File: config.mk
export PLATFORM = sky130hd
export DESIGN_NAME = scan_datapath
export DESIGN_NICKNAME = d
export VERILOG_FILES = /design/src/rtl/scan_pkg.sv /design/src/rtl/scan_ram.sv /design/src/rtl/scan_datapath.sv
export SDC_FILE = /design/constraint.sdc
export NUM_CORES = 1
export LEC_CHECK = 0
export ABC_AREA = 1
export CELL_PAD_IN_SITES_DETAIL_PLACEMENT = 0
export CELL_PAD_IN_SITES_GLOBAL_PLACEMENT = 1
export CORE_MARGIN = 2
export CORE_UTILIZATION = 49
export CTS_CLUSTER_SIZE = 28
export DETAILED_ROUTE_END_ITERATION = 6
export GPL_TIMING_DRIVEN = 0
export PLACE_DENSITY_LB_ADDON = 0.1
export SYNTH_ARGS = -nofsm -noshare
export SYNTH_HDL_FRONTEND = slang
export SYNTH_SLANG_ARGS = --single-unit
File: constraint.sdc
create_clock -name clk -period 3.4 [get_ports clk]
set_input_delay 0.51 -clock clk [delete_from_list [all_inputs] [get_ports clk]]
set_output_delay 0.51 -clock clk [all_outputs]
set_load 0.02 [all_outputs]
File: src/rtl/scan_pkg.sv
`default_nettype none
// ============================================================================
// scan_pkg : shared sizing constants and scan control-bundle bit ordering
// Revision : 1.0
// ============================================================================
package scan_pkg;

    localparam int DW_DEF = 8;
    localparam int AW_DEF = 4;
    localparam int DEPTH  = 2 ** AW_DEF;

    // Control bundle order shared with the scan FSM: {clr, we, up3, up2, up}
    localparam int CTL_W   = 5;
    localparam int CTL_UP  = 0;
    localparam int CTL_UP2 = 1;
    localparam int CTL_UP3 = 2;
    localparam int CTL_WE  = 3;
    localparam int CTL_CLR = 4;

    function automatic logic [CTL_W-1:0] pack_ctl(
        input logic clr_v,
        input logic we_v,
        input logic up3_v,
        input logic up2_v,
        input logic up_v
    );
        logic [CTL_W-1:0] ctl;
        ctl          = '0;
        ctl[CTL_CLR] = clr_v;
        ctl[CTL_WE]  = we_v;
        ctl[CTL_UP3] = up3_v;
        ctl[CTL_UP2] = up2_v;
        ctl[CTL_UP]  = up_v;
        return ctl;
    endfunction

endpackage
`default_nettype wire

File: src/rtl/scan_ram.sv
`default_nettype none
// ============================================================================
// scan_ram : 2**AW x DW register array, sync write, async read, reset to zero
// Revision : 1.0
// ============================================================================
module scan_ram
    import scan_pkg::*;
#(
    parameter int DW = DW_DEF,
    parameter int AW = AW_DEF
) (
    input  logic          clk,
    input  logic          rst_n,
    input  logic          we,
    input  logic [AW-1:0] waddr,
    input  logic [DW-1:0] wdata,
    input  logic [AW-1:0] raddr,
    output logic [DW-1:0] rdata
);

    localparam int N_WORDS = 2 ** AW;

    logic [DW-1:0] mem_q [N_WORDS];

    always_ff @(posedge clk or negedge rst_n) begin
        if (!rst_n) begin
            for (int i = 0; i < N_WORDS; i++) begin
                mem_q[i] <= '0;
            end
        end else if (we) begin
            mem_q[waddr] <= wdata;
        end
    end

    assign rdata = mem_q[raddr];

endmodule
`default_nettype wire

File: src/rtl/scan_datapath.sv
`default_nettype none
// ============================================================================
// scan_datapath : threshold scan/compaction datapath driven by the scan FSM
// Revision      : 1.0
// ============================================================================
module scan_datapath
    import scan_pkg::*;
#(
    parameter int DW = DW_DEF,
    parameter int AW = AW_DEF
) (
    input  logic          clk,
    input  logic          rst_n,
    input  logic          clr,
    input  logic          up,
    input  logic          up2,
    input  logic          up3,
    input  logic          we,
    input  logic          ld_en,
    input  logic [AW-1:0] ld_addr,
    input  logic [DW-1:0] ld_data,
    input  logic [DW-1:0] thresh,
    input  logic [AW-1:0] rd_addr,
    output logic [DW-1:0] rd_data,
    output logic [AW:0]   hit_cnt,
    output logic          GT,
    output logic          RCO
);

    localparam logic [AW:0]   HIT_MAX  = {1'b1, {AW{1'b0}}};
    localparam logic [AW-1:0] ADDR_TOP = {AW{1'b1}};

    logic [CTL_W-1:0] w_ctl;
    logic [DW-1:0]    w_src_rdata;
    logic             w_dst_we;

    logic [AW-1:0] src_addr_q, src_addr_d;
    logic [AW-1:0] dst_addr_q, dst_addr_d;
    logic [AW:0]   hit_cnt_q,  hit_cnt_d;

    assign w_ctl    = pack_ctl(clr, we, up3, up2, up);
    // clr masks the destination write so memory contents survive a clear
    assign w_dst_we = w_ctl[CTL_WE] & ~w_ctl[CTL_CLR];

    scan_ram #(
        .DW (DW),
        .AW (AW)
    ) u_src_mem (
        .clk   (clk),
        .rst_n (rst_n),
        .we    (ld_en),
        .waddr (ld_addr),
        .wdata (ld_data),
        .raddr (src_addr_q),
        .rdata (w_src_rdata)
    );

    scan_ram #(
        .DW (DW),
        .AW (AW)
    ) u_dst_mem (
        .clk   (clk),
        .rst_n (rst_n),
        .we    (w_dst_we),
        .waddr (dst_addr_q),
        .wdata (w_src_rdata),
        .raddr (rd_addr),
        .rdata (rd_data)
    );

    always_comb begin
        src_addr_d = src_addr_q;
        dst_addr_d = dst_addr_q;
        hit_cnt_d  = hit_cnt_q;
        if (w_ctl[CTL_CLR]) begin
            src_addr_d = '0;
            dst_addr_d = '0;
            hit_cnt_d  = '0;
        end else begin
            if (w_ctl[CTL_UP]) begin
                src_addr_d = src_addr_q + 1'b1;
            end
            if (w_ctl[CTL_UP2]) begin
                dst_addr_d = dst_addr_q + 1'b1;
            end
            // up3 alone is the FSM's idle level; only a real copy counts
            if (w_ctl[CTL_WE] && w_ctl[CTL_UP3] && (hit_cnt_q != HIT_MAX)) begin
                hit_cnt_d = hit_cnt_q + 1'b1;
            end
        end
    end

    always_ff @(posedge clk or negedge rst_n) begin
        if (!rst_n) begin
            src_addr_q <= '0;
            dst_addr_q <= '0;
            hit_cnt_q  <= '0;
        end else begin
            src_addr_q <= src_addr_d;
            dst_addr_q <= dst_addr_d;
            hit_cnt_q  <= hit_cnt_d;
        end
    end

    assign hit_cnt = hit_cnt_q;
    assign GT      = (w_src_rdata > thresh);
    assign RCO     = (src_addr_q == ADDR_TOP);

endmodule
`default_nettype wire
Word level (Yosys, flattened, before mapping)
Cells that the tools add are included.
{ "totals": {"register_bits": 269, "latch_bits": 0, "ram_bits": 0, "romBits": 0, "in_bits": 32, "mem_count": 0} }
{ "classes": {"add_sub_neg": 3, "mul": 0, "div": 0, "n_lt_le_gt_ge": 7, "n_eq_ne": 2, "shift": 0, "mux": 18, "bitwise": 6, "reduce_logical": 7} }
{ "op_table": {"columns": ["operator", "n"], "rows": [
  ["bitwise mux 128 bit", 2],
  ["binary-select mux 8 bit (select 4 bit)", 2],
  ["demux 8 bit (select 4 bit)", 2],
  ["2-to-1 mux 8 bit", 6],
  [">= comparator 5 bit (second input constant)", 4],
  ["inverter 4 -> 5 bit", 4],
  ["2-to-1 mux 4 bit", 4],
  ["less-than comparator 5 x 1 -> 1 bit (second input constant)", 2],
  ["2-to-1 mux 5 bit", 2],
  ["adder 4 x 1 -> 4 bit (second input constant)", 2],
  ["greater-than comparator 8 bit", 1],
  ["nonzero test 2 bit", 3],
  ["adder 5 x 1 -> 5 bit (second input constant)", 1],
  ["!= test 5 bit (second input constant)", 1],
  ["equality test 4 bit (second input constant)", 1],
  ["logical AND 1 bit", 4],
  ["AND 1 bit", 1],
  ["inverter 1 bit", 1]
]} }

Longest topological paths before layout
Gate-level depths: netlist (run 1).
{ "logic_depth": {"ltp_word": 6, "mapped_depth": 18} }

By module
A second synthesis (run 1) with hierarchy kept.
{ "unflattened": {"cells_unflattened": 1829, "hier_area_um2": 13508.0} }
{ "modules_own_cells": {"columns": ["mod", "instances", "cells_each", "area_each_um2", "seq_area_each_um2"], "rows": [
  ["scan_ram", 2, 850, 6271.0, 3203.1],
  ["scan_datapath", 1, 129, 965.9, 325.3]
]} }

Worst setup path after synthesis (run 1)
No wires, ideal clock.
{ "synth_path": {"kind": "reg-to-output", "from": "register src_addr_q[0]", "to": "output GT", "arrival_ps": 2182, "required_ps": 2890, "slack_ps": 708, "path_stages_with_launch": 15, "n_path_buf": 3, "cell_sequence": "dfrtp_1 > inv_2 > buf_6 > buf_2 > nand2_1 > nand3_1 > nand3_1 > nand3_1 > nand2_4 > buf_6 > ha_1 > nand2_1 > o21ai_0 > nand4_1 > a21oi_1"} }
{ "synth_via": {"elab_chain_len": 5} }
{ "synth_lines": {"columns": ["item", "line", "source"], "rows": [
  ["start: declaration", "scan_datapath.sv:37", "logic [AW-1:0] src_addr_q, src_addr_d;"],
  ["start signal: assignment", "scan_datapath.sv:99", "src_addr_q <= src_addr_d;"],
  ["inverter 4 -> 5 bit (implied by the code)", "scan_ram.sv:35", "assign rdata = mem_q[raddr];"],
  ["binary-select mux 8 bit (select 4 bit)", "scan_ram.sv:35", null],
  ["2-to-1 mux 8 bit (implied by the code) (2 in series)", "scan_ram.sv:35", null],
  ["via u_dst_mem.wdata[3]", "scan_ram.sv:16", "input logic [DW-1:0] wdata,"],
  ["greater-than comparator 8 bit", "scan_datapath.sv:106", "assign GT = (w_src_rdata > thresh);"],
  ["end: declaration", "scan_datapath.sv:26", "output logic GT,"]
]} }
The timed path passes the listed nets, and every way through them passes these cells. The select of a mux whose other input is x is not followed.

Final worst setup path (run 1)
{ "layout_path": {"from": "register src_addr_q[0]", "to": "output GT"} }
{ "layout_via": {"elab_chain_len": 5} }
{ "layout_lines": {"columns": ["item", "line"], "rows": [
  ["inverter 4 -> 5 bit (implied by the code)", "scan_ram.sv:35"],
  ["binary-select mux 8 bit (select 4 bit)", "scan_ram.sv:35"],
  ["2-to-1 mux 8 bit (implied by the code) (2 in series)", "scan_ram.sv:35"],
  ["greater-than comparator 8 bit", "scan_datapath.sv:106"]
]} }
Every way passes these cells. The select of a mux whose other input is x is not followed.

==> results of run 1 <==
## synthesized netlist by cell type, types with 16 or more instances
cell	number	share of area [%]
nand2_1	768	21
dfrtp_1	269	50
inv_1	219	6.1
nand3_1	135	5.0
o21ai_1	116	4.3
o21ai_0	51	1.9
a21oi_1	43	1.6
clkbuf_1	41	1.1
o211ai_1	32	1.8
inv_2	31	0.86
nor2_2	18	0.83
buf_6	17	1.4
buf_2	16	0.59
## cell families after synthesis
kind of cell,count (synthesis),share of synthesized area [%]
fa+ha+maj,15,1.39
compound gates,246,9.76
flops,269,49.7
xor+xnor,1,0.0647
simple gates,956,28.8
buf+inv,330,10.3
## registers in the layout, summed over array words and instances, names as in the netlist
signal           cells
dst_addr_q           4
hit_cnt              5
src_addr_q           4
u_dst_mem.mem_q    128
u_src_mem.mem_q    128
## area by class of cell
type	count	area (um^2)	area share, %
plain buffers	75	493	3.07
clock buffers	44	905	5.63
clock inverters	9	148	0.920
inverters	250	943	5.88
multi-input cells	1218	5700	35.5
flip-flops and latches	269	6730	41.9
well taps	341	427	2.66
repair buffers	64	713	4.44
## per-layer routing
metal	vias to the layer above	wire length [um]
li1	5830	-
met2	357	19300
met5	-	0
met4	0	1780
met1	5667	17300
met3	97	1880
## report_power, final
part / switching (mW) / internal, mW
registers: 0.232 / 3.65
logic: 1.17 / 0.688
clock network: 1.32 / 2.13
total: 2.72 / 6.46
## how the worst min path moves through the flow
stage                                     from                   end
final                      u_dst_mem.mem_q[53]   u_dst_mem.mem_q[53]
after global routing      u_dst_mem.mem_q[104]  u_dst_mem.mem_q[104]
after CTS                  u_dst_mem.mem_q[93]   u_dst_mem.mem_q[93]
after detailed placement   u_dst_mem.mem_q[58]   u_dst_mem.mem_q[58]
after global placement     u_dst_mem.mem_q[58]   u_dst_mem.mem_q[58]
after floorplan                          rst_n         dst_addr_q[0]
## through the flow
step / std cells / TNS (ps) / hold WS (ps) / util (%)
4_1_cts: 2261 / 0 / 476 / 58.3
2_1_floorplan: 1817 / 0 / 214 / -
6_report: 2270 / -10.6 / 476 / 59.4
5_1_grt: 2270 / -107 / 488 / 59.4
3_5_place_dp: 2202 / -249 / 460 / 53.5
3_3_place_gp: 2200 / -2700780 / 456 / 53.2
## critical path, stage by stage (launching register included)
cell	delay, ps
dfrtp_2	470
inv_4	110
buf_12	150
buf_8	140
nand2_1	50
nand3_1	110
nand3_2	140
nand3_4	140
nand2_8	90
ha_1	300
a21oi_1	70
o21ai_1	150
nand4_1	110
a21oi_1	160
buf_4	160
## what timing repair did
action                                  in CTS  in global routing
endpoints found under the setup margin       1                  1
pin swaps                                   15                 11
hold endpoints to repair                    75                  0
cloned                                       0                  4
gates resized for setup                     52                 34
setup buffers                                9                  6
hold buffers                                 1                  0
==> key figures, run 1 <==
Hold path
  • Hold WC Path Type: reg -> reg
  • Hold depth: 2

Power
  • Max VDD drop: 405 uV
  • Cell Pwr Density: 572 nW/um^2
  • P_leak: 8.24 nW
  • Final Power: 9.18 mW

Floorplan
  • Die height: 170 um
  • Core footprint: 27000 um^2
  • Die area: 29000 um^2
  • # IOs: 47
  • Die span in x: 170 um
  • # rows: 60
  • Starting Density: 50.1%

Clock tree
  • TritonCTS clock tree: built
  • Htree depth: 1
  • Clock Latency Late Sink: 560 ps
  • Clock Path Buffers: 3
  • Clock slew seen by the registers of the worst setup and hold paths: 60 ps
  • Clk sinks: 269
  • CTS Root Cell: clkbuf_16
  • TritonCTS Buffers: 30

Timing
  • Fmax: 0.293 GHz
  • Final WS setup: -10.6 ps
  • Period utilization: 100%
  • Endpoints failing setup: 1
  • RSZ-0062 raised after global routing: yes
  • Final hold viol count: 0
  • Slew Viols, Final: 0
  • Slew Limit Headroom: 41.6%
  • Clk_skew: 12.3 ps
  • Min cycle time layout: 3410 ps
  • Worst slew pin tran: 876 ps

Synth
  • Synthesized Nets: 1864
  • Synthesized cell area: 13500 um^2
  • EDFF count, synth: 0
  • Synth warnings: 0
  • Register area share after synthesis: 49.7%
  • Avg Cell Area, Syn: 7.45 um^2
  • Async SR Flop Fraction: 100%
  • #FFs+latches synth: 269
  • Commonest register cell after synthesis: dfrtp_1
  • Synth Instances: 1817
  • Post-synth cell types: 24

Cells and area
  • Diodes inserted: 0
  • Layout cells sized above 1: 10.4%
  • Layout area overhead: 18.6%
  • Fin nets: 1955
  • Fillers: 2594
  • Most common cell after layout, fill and taps aside: nand2_1
  • Most frequent cells in the layout: 765 x nand2_1, 268 x dfrtp_1, 217 x inv_1
  • Post-route cell area: 16100 um^2

Critical path
  • R2r endpoint: u_dst_mem.mem_q[74]
  • CP Class: reg -> out
  • Critical Path Start Type: flip-flop
  • Worst setup path endpoint: GT
  • R2r setup slk: 1470 ps
  • Crit-path max FO: 10
  • Critical Path AT: 2900 ps
  • WP data required: 2890 ps
  • CP endpoint kind: primary output
  • Reg2Reg Depth: 12
  • FF-to-FF Start: src_addr_q[0]
  • Setup crit start: src_addr_q[0]

Run
  • MaxCap Viol Count: 0

Run status
  • Outcome: finished, violations left
  • Violated checks: setup timing

Place
  • DP Area: 14400 um^2
  • Number of port buffers: 42
  • Pre-CTS WS: -249 ps
  • DP Wirelength: 27300 um
  • Global placement routability congestion: 0.868

Drt
  • DRT iter0 DRCs: 940
  • Drt via density: 5.26
  • DR WL/cell: 17.7 um
  • Drt pass-1 iters: 5
  • Post-route ant nets: 0
  • Vias post-DR: 12.0k
  • DRT Wirelength: 40300 um
  • DRC errors left: 0

Global route
  • Initial antenna violation count: 0
  • Global-route met2 utilization: 47.7%
  • Vias in the first global route: 11.5k
  • GR Layer Usage met1: 37.0%
  • GRT Total Usage: 28.1%
  • First-pass GRT wire length: 63100 um
  • Largest net degree at the start of global routing: 112
  • Grt ovf: 0
  • Busiest layer in global routing: met2
  • Met3 Use GR: 3.26%
(Power assumes the default switching activity.)
==> inputs of run 2 (changes only) <==
--- a/config.mk
+++ b/config.mk
@@ -9,7 +9,7 @@
 export CELL_PAD_IN_SITES_DETAIL_PLACEMENT = 0
 export CELL_PAD_IN_SITES_GLOBAL_PLACEMENT = 1
 export CORE_MARGIN = 2
-export CORE_UTILIZATION = 49
+export CORE_UTILIZATION = 40
 export CTS_CLUSTER_SIZE = 28
 export DETAILED_ROUTE_END_ITERATION = 6
 export GPL_TIMING_DRIVEN = 0
==> key figures, run 2 (synthesis gave the netlist of run 1 again) <==
Timing
  • Period utilization: 97.6%
  • Final hold viol count: 0
  • Min cycle time layout: 3320 ps
  • Slew Viols, Final: 0
  • Fmax: 0.301 GHz
  • Sum Neg Setup Slack: 0 ps
  • RSZ-0062 raised after global routing: yes
  • Endpoints failing setup: 0
  • Clk_skew: 10.9 ps
  • Worst hold margin: 475 ps
  • Final WS setup: 80.4 ps
  • Slew Limit Headroom: 35.9%
  • Worst slew pin tran: 962 ps

Run status
  • Outcome: complete, no violations

Clock tree
  • Htree depth: 2
  • Clock Latency Late Sink: 510 ps
  • Clock slew seen by the registers of the worst setup and hold paths: 60 ps
  • CTS Root Cell: clkbuf_16
  • Clk sinks: 269
  • TritonCTS Buffers: 34
  • Clock Path Buffers: 3
  • TritonCTS clock tree: built

Drt
  • WL met2: 21100 um
  • Vias post-DR: 11.8k
  • DRT Wirelength: 43000 um
  • DRT iter0 DRCs: 703
  • Routed met3 length: 1700 um
  • Wire length on met1: 19200 um
  • DRC errors left: 0
  • Drt via density: 4.93
  • Post-route ant nets: 0
  • Top sig layer: met4
  • Drt pass-1 iters: 7
  • DR WL/cell: 18.0 um

Critical path
  • Crit-path max FO: 10
  • Reg2Reg Depth: 12
  • Critical Path AT: 2810 ps
  • CP endpoint kind: primary output
  • Critical Path Start Type: flip-flop
  • R2r endpoint: u_dst_mem.mem_q[11]
  • FF-to-FF Start: src_addr_q[0]
  • WP data required: 2890 ps
  • CP Class: reg -> out
  • R2r setup slk: 1440 ps

Place
  • Pre-CTS WS: -264 ps
  • DP Area: 14600 um^2
  • Number of port buffers: 42
  • Global placement routability congestion: 0.812
  • DP Wirelength: 29200 um

Floorplan
  • Die span in x: 188 um
  • Die area: 35300 um^2
  • # rows: 67
  • Core footprint: 33400 um^2
  • Starting Density: 40.5%
  • # IOs: 47
  • Die height: 188 um

Hold path
  • Hold WC Path Type: reg -> reg
  • Hold depth: 2
  • Hold endpoint: u_dst_mem.mem_q[58]
  • Min-delay src: u_dst_mem.mem_q[58]

Global route
  • Largest net degree at the start of global routing: 115
  • First-pass GRT wire length: 66200 um
  • Initial antenna violation count: 0
  • Vias in the first global route: 11.2k
  • GRT Total Usage: 24.3%
  • Grt ovf: 0

Power
  • Final Power: 9.37 mW
  • Max VDD drop: 412 uV
  • Cell Pwr Density: 572 nW/um^2
  • P_leak: 8.31 nW

Cells and area
  • Layout area overhead: 20.9%
  • Layout cells sized above 1: 11.2%
  • Post-route cell area: 16400 um^2
  • Fillers: 3408
  • Most common cell after layout, fill and taps aside: nand2_1
  • Most frequent cells in the layout: 762 x nand2_1, 268 x dfrtp_1, 217 x inv_1
  • Fin nets: 1962
  • Diodes inserted: 0

Run
  • MaxCap Viol Count: 0
==> run 2: critical path: stages (launching register included) <==
cell and delay (ps):
dfrtp_2 460, inv_4 120, buf_12 140, buf_8 120, nand2_1 50, nand2_1 80, nand2_1 60, nand3_2 110
nand3_4 100, nand2_4 110, buf_12 150, ha_4 210, a21oi_2 120, nor2_1 60, a211oi_2 150, a21oi_1 90
buf_4 160
==> run 2: final cells by class <==
class	count	area (um^2)	share of cell area [%]
Sequential cell	269	6730	41.1
Multi-Input combinational cell	1218	5770	35.2
Clock buffer	53	1080	6.57
Inverter	250	948	5.79
Timing Repair Buffer	68	766	4.68
Tap cell	448	561	3.42
Buffer	74	487	2.97
Clock inverter	6	30.0	0.183
==> run 2: per-layer routing <==
metal | vias to the layer above | global-route usage, %
li1 | 5854 | -
met1 | 5605 | 33.0
met2 | 255 | 40.9
met3 | 58 | 2.99
met4 | 0 | 7.00
met5 | - | 0
==> run 2: how the worst max path moves through the flow <==
| stage | depth (start not counted) | to | slack [ps] | startpoint |
|---|---|---|---|---|
| final | 16 | GT | 80 | src_addr_q[0] |
| after floorplan | 14 | GT | 710 | src_addr_q[0] |
| after CTS | 16 | GT | 4 | src_addr_q[0] |
| after global placement | 1 | u_src_mem.mem_q[110] | -10450 | rst_n |
| after detailed placement | 16 | GT | -260 | src_addr_q[1] |
| after global routing | 15 | GT | -30 | src_addr_q[0] |
==> run 2: power by group <==
| group | internal, mW | leakage (nW) | switching [mW] | total [mW] |
|---|---|---|---|---|
| Clock | 2.17 | 0.552 | 1.41 | 3.58 |
| Sequential | 3.65 | 3.55 | 0.233 | 3.88 |
| Combinational | 0.710 | 4.20 | 1.20 | 1.91 |
| Total | 6.53 | 8.31 | 2.84 | 9.37 |
==> run 2: stage by stage <==
stage	util [%]	std cells
2_1_floorplan	-	1817
3_3_place_gp	43.4	2307
3_5_place_dp	43.6	2309
4_1_cts	47.6	2374
5_1_grt	48.9	2386
6_report	48.9	2386
==> run 2: timing repair <==
action	CTS	global route
setup buffers	7	10
hold endpoints to repair	13	0
setup endpoints to repair	1	1
pin swaps	11	24
hold buffers	1	0
resized for setup	50	56
cloned	0	6
==> inputs of run 3 (changes only) <==
--- a/config.mk
+++ b/config.mk
@@ -14,6 +14,7 @@
 export DETAILED_ROUTE_END_ITERATION = 6
 export GPL_TIMING_DRIVEN = 0
 export PLACE_DENSITY_LB_ADDON = 0.1
+export SKIP_LAST_GASP = 1
 export SYNTH_ARGS = -nofsm -noshare
 export SYNTH_HDL_FRONTEND = slang
 export SYNTH_SLANG_ARGS = --single-unit
==> key figures, run 3 (synthesis gave the netlist of run 1 again) <==
Timing
  • Clk_skew: 10.2 ps
  • Endpoints failing setup: 0
  • Worst slew pin tran: 963 ps
  • Slew Limit Headroom: 35.8%
  • Final WS setup: 81.7 ps
  • RSZ-0062 raised after global routing: yes
  • Period utilization: 97.6%
  • Min cycle time layout: 3320 ps
  • Fmax: 0.301 GHz
  • Worst hold margin: 475 ps
  • Final hold viol count: 0
  • Slew Viols, Final: 0
  • Sum Neg Setup Slack: 0 ps

Floorplan
  • Starting Density: 40.5%
  • Die span in x: 188 um
  • Die height: 188 um
  • # IOs: 47
  • # rows: 67
  • Core footprint: 33400 um^2
  • Die area: 35300 um^2

Power
  • Final Power: 9.37 mW
  • Switching Share: 30.3%
  • Cell Pwr Density: 573 nW/um^2
  • Reg power frac: 41.4%
  • P_leak: 8.30 nW
  • Combinational power share: 20.3%
  • P_sw: 2.84 mW
  • Clock power frac: 38.2%
  • Pint: 6.53 mW
  • Max VDD drop: 413 uV

Cells and area
  • Most common cell after layout, fill and taps aside: nand2_1
  • Final Util: 48.9%
  • Layout area overhead: 20.8%
  • Fin nets: 1962
  • Fillers: 3409
  • Register area: 6730 um^2
  • Area of the multi-input gates: 5760 um^2
  • Layout cells sized above 1: 11.2%
  • Diodes inserted: 0
  • Most frequent cells in the layout: 763 x nand2_1, 268 x dfrtp_1, 217 x inv_1

Drt
  • DRC errors left: 0
  • DRT iter0 DRCs: 765
  • Vias post-DR: 11.8k
  • DR WL/cell: 18.0 um
  • Drt via density: 4.95
  • Post-route ant nets: 0
  • Drt pass-1 iters: 5
  • DRT Wirelength: 43000 um

Hold path
  • Hold endpoint: u_dst_mem.mem_q[94]
  • Min-delay src: u_dst_mem.mem_q[94]
  • Hold depth: 2
  • Hold WC Path Type: reg -> reg

Clock tree
  • Clock Latency Late Sink: 510 ps
  • Clock Path Buffers: 3
  • Htree depth: 2
  • Clock slew seen by the registers of the worst setup and hold paths: 60 ps
  • CTS Root Cell: clkbuf_16
  • TritonCTS Buffers: 34
  • TritonCTS clock tree: built
  • Clk sinks: 269

Critical path
  • R2r setup slk: 1440 ps
  • Critical Path Start Type: flip-flop
  • Critical Path AT: 2810 ps
  • Reg2Reg Depth: 13
  • WP data required: 2890 ps
  • Crit-path max FO: 10
  • R2r endpoint: u_dst_mem.mem_q[90]
  • CP Class: reg -> out
  • CP endpoint kind: primary output
  • FF-to-FF Start: src_addr_q[0]

Run
  • MaxCap Viol Count: 0

Global route
  • GRT Total Usage: 24.3%
  • Initial antenna violation count: 0
  • Grt ovf: 0
  • Largest net degree at the start of global routing: 115
  • First-pass GRT wire length: 66200 um
  • Vias in the first global route: 11.2k

Place
  • Pre-CTS WS: -264 ps
  • Number of port buffers: 42
  • Global placement routability congestion: 0.812
  • DP Wirelength: 29200 um

Run status
  • Outcome: complete, no violations
==> run 3: power groups by stage <==
stage / clock network (mW) / logic, mW / registers, mW
2_1_floorplan: 0 / 1.08 / 3.87
3_3_place_gp: 0 / 1.67 / 3.93
6_report: 3.58 / 1.90 / 3.88
4_1_cts: 3.65 / 1.80 / 3.88
5_1_grt: 3.78 / 2.13 / 3.93
3_5_place_dp: 0 / 1.69 / 3.93
==> run 3: through the flow <==
stage / instances / cell area (um^2)
after floorplan: 1817 / 13500
after global placement: 2307 / 14500
after CTS: 2374 / 15900
after global routing: 2386 / 16400
after detailed placement: 2309 / 14600
final: 2386 / 16400
==> run 3: what timing repair did <==
item                                    in CTS  in global routing
endpoints found under the setup margin       1                  1
hold buffers                                 1                  0
gates resized for setup                     50                 54
hold endpoints to repair                    13                  0
buffers inserted                             7                 10
gates cloned                                 0                  6
pin swaps                                   11                 24
==> run 3: critical path, stage by stage, from the launching register on <==
cell and delay, ps:
dfrtp_2 460, inv_4 120, buf_12 140, buf_8 120, nand2_1 50, nand2_1 80, nand2_1 60, nand3_2 110
nand3_4 100, nand2_4 110, buf_12 150, ha_4 210, a21oi_2 120, nor2_1 60, a211oi_2 150, a21oi_1 90
buf_4 160
==> run 3: worst max path at each step <==
stage                        startpoint                   end  slack (ps)  depth (start not counted)
after global placement            rst_n  u_src_mem.mem_q[110]      -10450                          1
after floorplan           src_addr_q[0]                    GT         710                         14
final                     src_addr_q[0]                    GT          80                         16
after global routing      src_addr_q[0]                    GT         -30                         15
after CTS                 src_addr_q[0]                    GT           4                         16
after detailed placement  src_addr_q[1]                    GT        -260                         16
==> run 3: layer usage <==
metal / global-route usage, % / wire (um) / vias up
li1: - / - / 5851
met1: 33.0 / 19200 / 5642
met2: 40.9 / 21200 / 255
met3: 2.99 / 1740 / 53
met4: 7.00 / 866 / 0
met5: 0 / 0 / -
==> run 3: cell type report <==
type                            count  share of cell area (%)
Timing Repair Buffer               68                    4.68
Buffer                             74                    2.98
Inverter                          250                    5.80
Clock buffer                       53                    6.58
Multi-Input combinational cell   1218                    35.2
Tap cell                          448                    3.43
Sequential cell                   269                    41.2
Clock inverter                      6                   0.184
